===== src/rtl/chess_pkg.sv =====
// Shared types and sizing helpers for the chess-clock control path.
package chess_pkg;

  typedef enum logic [2:0] {
    IDLE   = 3'd0,
    RUN_P1 = 3'd1,
    RUN_P2 = 3'd2,
    PAUSE  = 3'd3,
    FLAG   = 3'd4
  } state_t;

  // Bits needed to hold a counter running 0..n-1 (never less than one bit).
  function automatic int cnt_width(input int n);
    return (n > 2) ? $clog2(n) : 1;
  endfunction

endpackage


===== src/rtl/turn_control_if.sv =====
// Signal bundle between the game controls and the turn controller.
interface turn_control_if;
  logic       btn_p1;
  logic       btn_p2;
  logic       btn_pause;
  logic       set_mode;
  logic       zero1;
  logic       zero2;
  logic       tick1;
  logic       tick2;
  logic       active1;
  logic       active2;
  logic       flag1;
  logic       flag2;
  logic [2:0] state_o;

  modport master (
    output btn_p1, btn_p2, btn_pause, set_mode, zero1, zero2,
    input  tick1, tick2, active1, active2, flag1, flag2, state_o
  );

  modport slave (
    input  btn_p1, btn_p2, btn_pause, set_mode, zero1, zero2,
    output tick1, tick2, active1, active2, flag1, flag2, state_o
  );
endinterface


===== src/rtl/turn_control_debounce.sv =====
// Button conditioner: two-flop synchroniser, stability counter and a
// single-cycle pulse on each accepted press.
module btn_debounce
  import chess_pkg::*;
#(
  parameter int DEB = 4
) (
  input  logic clk,
  input  logic rst_n,
  input  logic btn,
  output logic pulse
);
  localparam int CW = cnt_width(DEB);
  localparam logic [CW-1:0] CNT_LAST = CW'(DEB - 1);

  logic          sync1, sync2, stable;
  logic [CW-1:0] cnt;

  always_ff @(posedge clk or negedge rst_n) begin
    if (!rst_n) begin
      sync1 <= 1'b0;
      sync2 <= 1'b0;
    end else begin
      sync1 <= btn;
      sync2 <= sync1;
    end
  end

  // Any sample agreeing with the stable level restarts the count, so only an
  // unbroken run of DEB differing samples flips the stable level.
  always_ff @(posedge clk or negedge rst_n) begin
    if (!rst_n) begin
      cnt    <= '0;
      stable <= 1'b0;
      pulse  <= 1'b0;
    end else begin
      pulse <= 1'b0;
      if (sync2 == stable) begin
        cnt <= '0;
      end else if (cnt == CNT_LAST) begin
        cnt    <= '0;
        stable <= sync2;
        pulse  <= sync2;
      end else begin
        cnt <= cnt + CW'(1);
      end
    end
  end
endmodule


===== src/rtl/turn_control.sv =====
// Turn controller for a two-player chess clock: debounced buttons, turn FSM,
// per-player decrement strobes and latched time-out flags.
module turn_control
  import chess_pkg::*;
#(
  parameter int CLK_HZ      = 100_000_000,
  parameter int TICK_HZ     = 1,
  parameter int DEBOUNCE_MS = 10
) (
  input logic           clk,
  input logic           rst_n,
  turn_control_if.slave bus
);
  localparam int DIV = CLK_HZ / TICK_HZ;
  localparam int DEB = CLK_HZ / 1000 * DEBOUNCE_MS;
  localparam int PW  = cnt_width(DIV);
  localparam logic [PW-1:0] PRESC_LAST = PW'(DIV - 1);

  state_t        state, next_state;
  logic          p1_pulse, p2_pulse, pause_pulse;
  logic          saved_p2;
  logic [PW-1:0] presc;
  logic          running, wrap, clear_presc, tick1_d, tick2_d;
  logic          tick1_q, tick2_q, flag1_q, flag2_q;

  btn_debounce #(.DEB(DEB)) u_deb_p1 (
    .clk(clk), .rst_n(rst_n), .btn(bus.btn_p1), .pulse(p1_pulse)
  );
  btn_debounce #(.DEB(DEB)) u_deb_p2 (
    .clk(clk), .rst_n(rst_n), .btn(bus.btn_p2), .pulse(p2_pulse)
  );
  btn_debounce #(.DEB(DEB)) u_deb_pause (
    .clk(clk), .rst_n(rst_n), .btn(bus.btn_pause), .pulse(pause_pulse)
  );

  always_ff @(posedge clk or negedge rst_n) begin
    if (!rst_n) state <= IDLE;
    else        state <= next_state;
  end

  always_comb begin
    next_state = state;
    if (bus.set_mode) begin
      next_state = IDLE;
    end else begin
      case (state)
        IDLE: begin
          if (p1_pulse)      next_state = RUN_P2;
          else if (p2_pulse) next_state = RUN_P1;
        end
        RUN_P1: begin
          if (bus.zero1)        next_state = FLAG;
          else if (pause_pulse) next_state = PAUSE;
          else if (p1_pulse)    next_state = RUN_P2;
        end
        RUN_P2: begin
          if (bus.zero2)        next_state = FLAG;
          else if (pause_pulse) next_state = PAUSE;
          else if (p2_pulse)    next_state = RUN_P1;
        end
        PAUSE: begin
          if (pause_pulse) next_state = saved_p2 ? RUN_P2 : RUN_P1;
        end
        FLAG:    next_state = FLAG;
        default: next_state = IDLE;
      endcase
    end
  end

  // A strobe only survives if the running player keeps the clock this cycle.
  always_comb begin
    running     = (state == RUN_P1) || (state == RUN_P2);
    wrap        = running && (presc == PRESC_LAST);
    clear_presc = bus.set_mode ||
                  ((next_state != state) && (state != PAUSE) &&
                   ((next_state == RUN_P1) || (next_state == RUN_P2)));
    tick1_d     = wrap && (state == RUN_P1) && (next_state == RUN_P1) && !bus.zero1;
    tick2_d     = wrap && (state == RUN_P2) && (next_state == RUN_P2) && !bus.zero2;
  end

  always_ff @(posedge clk or negedge rst_n) begin
    if (!rst_n) begin
      presc <= '0;
    end else if (clear_presc) begin
      presc <= '0;
    end else if (running) begin
      presc <= wrap ? '0 : presc + PW'(1);
    end
  end

  always_ff @(posedge clk or negedge rst_n) begin
    if (!rst_n) begin
      saved_p2 <= 1'b0;
    end else if (running && (next_state == PAUSE)) begin
      saved_p2 <= (state == RUN_P2);
    end
  end

  always_ff @(posedge clk or negedge rst_n) begin
    if (!rst_n) begin
      tick1_q <= 1'b0;
      tick2_q <= 1'b0;
      flag1_q <= 1'b0;
      flag2_q <= 1'b0;
    end else begin
      tick1_q <= tick1_d;
      tick2_q <= tick2_d;
      if (bus.set_mode) begin
        flag1_q <= 1'b0;
        flag2_q <= 1'b0;
      end else begin
        if ((state == RUN_P1) && (next_state == FLAG)) flag1_q <= 1'b1;
        if ((state == RUN_P2) && (next_state == FLAG)) flag2_q <= 1'b1;
      end
    end
  end

  assign bus.tick1   = tick1_q;
  assign bus.tick2   = tick2_q;
  assign bus.flag1   = flag1_q;
  assign bus.flag2   = flag2_q;
  assign bus.active1 = (state == RUN_P1) || ((state == PAUSE) && !saved_p2);
  assign bus.active2 = (state == RUN_P2) || ((state == PAUSE) && saved_p2);
  assign bus.state_o = state;
endmodule


===== src/flat_wrapper.sv =====
// flat-port wrapper written by rule: the top's interface ports become plain ports
module turn_control_flat import chess_pkg::*;
#(
  parameter int CLK_HZ      = 100_000_000,
  parameter int TICK_HZ     = 1,
  parameter int DEBOUNCE_MS = 10
)
  (clk, rst_n, bus_btn_p1, bus_btn_p2, bus_btn_pause, bus_set_mode, bus_zero1, bus_zero2, bus_tick1, bus_tick2, bus_active1, bus_active2, bus_flag1, bus_flag2, bus_state_o);
  turn_control_if bus_i ();
  input logic clk;
  input logic rst_n;
  input wire logic [$bits(bus_i.btn_p1)-1:0] bus_btn_p1;
  input wire logic [$bits(bus_i.btn_p2)-1:0] bus_btn_p2;
  input wire logic [$bits(bus_i.btn_pause)-1:0] bus_btn_pause;
  input wire logic [$bits(bus_i.set_mode)-1:0] bus_set_mode;
  input wire logic [$bits(bus_i.zero1)-1:0] bus_zero1;
  input wire logic [$bits(bus_i.zero2)-1:0] bus_zero2;
  output wire logic [$bits(bus_i.tick1)-1:0] bus_tick1;
  output wire logic [$bits(bus_i.tick2)-1:0] bus_tick2;
  output wire logic [$bits(bus_i.active1)-1:0] bus_active1;
  output wire logic [$bits(bus_i.active2)-1:0] bus_active2;
  output wire logic [$bits(bus_i.flag1)-1:0] bus_flag1;
  output wire logic [$bits(bus_i.flag2)-1:0] bus_flag2;
  output wire logic [$bits(bus_i.state_o)-1:0] bus_state_o;
  assign bus_i.btn_p1 = bus_btn_p1;
  assign bus_i.btn_p2 = bus_btn_p2;
  assign bus_i.btn_pause = bus_btn_pause;
  assign bus_i.set_mode = bus_set_mode;
  assign bus_i.zero1 = bus_zero1;
  assign bus_i.zero2 = bus_zero2;
  assign bus_tick1 = bus_i.tick1;
  assign bus_tick2 = bus_i.tick2;
  assign bus_active1 = bus_i.active1;
  assign bus_active2 = bus_i.active2;
  assign bus_flag1 = bus_i.flag1;
  assign bus_flag2 = bus_i.flag2;
  assign bus_state_o = bus_i.state_o;
  turn_control #(.CLK_HZ(CLK_HZ), .TICK_HZ(TICK_HZ), .DEBOUNCE_MS(DEBOUNCE_MS)) u_core (.clk(clk), .rst_n(rst_n), .bus(bus_i));
endmodule

===== config.mk =====
export PLATFORM = sky130hd
export DESIGN_NAME = turn_control_flat
export DESIGN_NICKNAME = d
export VERILOG_FILES = /design/src/rtl/chess_pkg.sv /design/src/rtl/turn_control_if.sv /design/src/rtl/turn_control_debounce.sv /design/src/rtl/turn_control.sv /design/src/flat_wrapper.sv
export SDC_FILE = /design/constraint.sdc
export NUM_CORES = 1
export LEC_CHECK = 0
export ABC_AREA = 1
export CORE_UTILIZATION = 50
export CTS_BUF_LIST = sky130_fd_sc_hd__clkbuf_8
export DETAILED_ROUTE_END_ITERATION = 10
export GPL_TIMING_DRIVEN = 0
export PLACE_DENSITY = 0.76
export SLEW_MARGIN = 10
export SYNTH_ARGS = -nofsm -noshare
export SYNTH_HDL_FRONTEND = slang
export SYNTH_SLANG_ARGS = --single-unit
export TNS_END_PERCENT = 20

===== constraint.sdc =====
create_clock -name clk -period 2.5 [get_ports clk]
set_input_delay 0.5 -clock clk [delete_from_list [all_inputs] [get_ports clk]]
set_output_delay 0.5 -clock clk [all_outputs]
set_load 0.005 [all_outputs]

==> results of run 1 <==
## cells in the final DEF, fill, tap and decap left out, drive strengths merged, types with 6 or more instances in the layout
cell / count
nand2: 143
nand3: 51
clkbuf: 14
o21ai: 21
nor4: 7
dfrtp: 107
clkdlybuf4s50: 15
xor2: 41
xnor2: 7
a21oi: 31
nand4: 22
buf: 8
nor3: 36
nor2: 156
nor3b: 6
inv: 110
## cell type report
| class | count | area [um^2] |
|---|---|---|
| fill | 1078 | 4990 |
| multi-input combinational | 539 | 2700 |
| timing repair buffer | 18 | 199 |
| sequential | 107 | 2680 |
| buffer | 11 | 83.8 |
| inverter | 107 | 402 |
| clock inverter | 7 | 60.1 |
| tap | 143 | 179 |
| clock buffer | 9 | 124 |
## flip-flops by register name, summed over array words and instances (netlist names)
name / flops
u_core.u_deb_pause.sync1: 1
u_core.presc: 27
u_core.u_deb_pause.stable: 1
u_core.u_deb_p1.sync2: 1
u_core.u_deb_p2.cnt: 20
u_core.u_deb_p1.sync1: 1
u_core.saved_p2: 1
u_core.bus.flag1: 1
u_core.u_deb_pause.pulse: 1
u_core.u_deb_p1.stable: 1
u_core.u_deb_p1.pulse: 1
u_core.u_deb_p2.stable: 1
u_core.bus.tick2: 1
u_core.u_deb_p2.pulse: 1
u_core.u_deb_p1.cnt: 20
u_core.u_deb_pause.cnt: 20
u_core.bus.state_o: 3
u_core.bus.flag2: 1
u_core.u_deb_pause.sync2: 1
u_core.u_deb_p2.sync1: 1
u_core.u_deb_p2.sync2: 1
u_core.bus.tick1: 1
## routing by layer
metal,global-route usage (%),vias to the layer above,share of wire (%)
met5,0,-,0
met1,25.7,2248,47
met2,36.8,92,48
met3,4.47,25,3.0
met4,8.46,0,2.1
li1,-,2494,-
## worst max-delay path, cell delays in order, from the launching register on
cell             delay (ns)
dfrtp_1                0.44
inv_2                  0.14
nand2_2                0.09
a21oi_1                0.17
clkdlybuf4s50_1        0.53
## timing repair
| item | in CTS | in global routing |
|---|---|---|
| hold endpoints to repair | 22 | 0 |
| hold buffers | 1 | 0 |
| setup buffers | 0 | 0 |
| endpoints found under the setup margin | 0 | 0 |
## where the power goes
group / internal (uW) / switching [uW]
Combinational: 37.2 / 79.5
Clock: 380 / 635
Sequential: 1750 / 11.2
Total: 2160 / 726
## worst paths after layout
check,slack (ns),start,to,depth (start not counted)
max,0.25,u_core.bus.state_o[2],bus_active2,4
min,0.36,u_core.u_deb_p2.sync1,u_core.u_deb_p2.sync2,0
max reg2reg,0.25,u_core.presc[0],u_core.presc[16],11
min reg2reg,0.36,u_core.u_deb_p2.sync1,u_core.u_deb_p2.sync2,0
max in group asynchronous,1.31,rst_n,u_core.u_deb_p1.sync1,3
min in group asynchronous,0.52,rst_n,u_core.bus.tick1,2
## cells by family (layout without fill, tap and decap cells)
family | count (synthesis) | after routing
AO/OA/AOI/OAI | 62 | 62
adder cells (fa/ha/maj) | 4 | 4
XOR/XNOR | 48 | 48
buffers and inverters | 118 | 152
AND/OR/NAND/NOR | 425 | 425
flip-flops | 107 | 107
## through the flow
stage                     worst slack (ns)  cells  util (%)  instance area, um^2
final                                0.245    941      56.3                 6420
after global routing                0.0562    941      56.3                 6420
after CTS                            0.207    941      56.3                 6420
after detailed placement             0.294    924      54.6                 6230
after global placement               -3.06    923      54.3                 6200
after floorplan                      0.730    764         -                 5860
==> key figures, run 1 <==
Outcome
  – Status: complete, no violations

Logic synthesis
  – Most frequent cell after synthesis: nor2_1
  – Cell taking the most area after synthesis: dfrtp_1
  – Netlist Area Pre-Place: 5860 um^2
  – Syn_area_per_cell: 7.67 um^2
  – Adder-Cell Fraction of Synth Area: less than 1%
  – Async SR Flop Fraction: 100%
  – Xor/xnor share of the synthesized area: around 7%
  – Compound-Gate Fraction of Synth Area: 5.70%
  – Sequential fraction of the synthesis area: a little under half
  – Main synth FF type: dfrtp_1
  – Most frequent cells after synthesis: nor2_1 (141), nand2_1 (138), dfrtp_1 (107)
  – Post-synthesis mux area share: 0%
  – Yosys warnings: 0
  – Largest family of logic cells by synthesized area: simple AND/OR/NAND/NOR gates
  – #FFs+latches synth: 107
  – Count of flip-flops with a built-in enable after synthesis: 0
  – Cells after synthesis: 764
  – Post-synthesis simple-gate area fraction: between 30 and 40%
  – Netlist cell types: 32
  – Synth Net Count: 776
  – Dominant cells by area after synthesis: dfrtp_1 (46%), nor2_1 (9.0%), nand2_1 (8.8%)
  – Top-area cell type share of the netlist area: a little under half

Global routing
  – First-pass GRT wire length: ~20000 um
  – Total Routing Usage GR: 21.2%
  – GRT overflow: 0
  – Vias in the first global route: about 4.7k
  – Number of antenna violations at the first check in global routing: 0
  – Largest net degree at the start of global routing: between 80 and 90

Clock tree
  – Longest Clk Path Bufs: 2
  – CTS tree: done
  – Number of H-tree levels: 3
  – Clock Sinks: between 100 and 150
  – Num CTS Buffers: 9
  – Root Buffer: clkbuf_8
  – Clock Latency Late Sink: between 0.3 and 0.4 ns
  – Reg clk slew, reported paths: 0.10 ns
  – Post-CTS Resized: 0

STA
  – Final Hold Violating Endpoints: 0
  – Slew @ Worst Pin: 0.554 ns
  – Final period util: about nine tenths
  – Peak Freq: about 440 MHz
  – Final setup violation count: 0
  – Hold slack: about 0.36 ns
  – Setup TNS: 0 ns
  – Fin crit period: approximately 2.3 ns
  – RSZ-0062 raised after global routing: false
  – Relative slew margins: a little over three fifths
  – Clk_skew: around 0.015 ns
  – Max-slew violations: 0

Pwr
  – Leakage Power: 0.00277 uW
  – Worst IR Drop VDD: ~320 uV
  – P per Cell Area: 450 nW/um^2
  – Power Total: around 2900 uW

Die
  – Core area: around 11000 um^2
  – Die H: ~110 um
  – DIE AREA: 12200 um^2
  – Initial Util: approximately half
  – Std-Cell Rows: 39
  – I/O pins: 17
  – Chip width: between 100 and 150 um

Worst setup path
  – WS Path Type: reg -> out
  – CP max FO: 6
  – Crit path DAT: ~1.8 ns
  – Req. time, crit path: approximately 2.0 ns
  – Worst Setup End Kind: output port
  – CP Launch Type: flop

Cells and area
  – Fraction of layout cells with a size suffix above 1: 6.77%
  – Area grow syn2layout: 9.58%
  – Number of diodes: 0
  – Nets: 805

Drt
  – Vias per cell: 5.16
  – DRC violations left: 0
  – Vias: around 4.9k
  – Initial DRT Pass Iterations: 6
  – Iteration-0 DRC Markers: ~300
  – Routed WL per cell: 12.4 um
  – Final WL: between 10000 and 15000 um
  – Routed Antenna Nets: 0

Placement
  – HPWL after detailed placement: 8390 um
  – Routability-driven placement congestion ratio: 0.890
  – Port bufs: 16

Min path
  – Hold Crit Class: reg -> reg

Job
  – Max-cap violations: 0
Note: power is estimated with default switching activity, not from simulation.
==> run 2, diff against run 1 <==
--- a/config.mk
+++ b/config.mk
@@ -6,6 +6,7 @@
 export NUM_CORES = 1
 export LEC_CHECK = 0
 export ABC_AREA = 1
+export CAP_MARGIN = 0
 export CORE_UTILIZATION = 50
 export CTS_BUF_LIST = sky130_fd_sc_hd__clkbuf_8
 export DETAILED_ROUTE_END_ITERATION = 10
==> results of run 2 <==
Same layout as run 1: the final DEF is identical, and so are final timing and power.
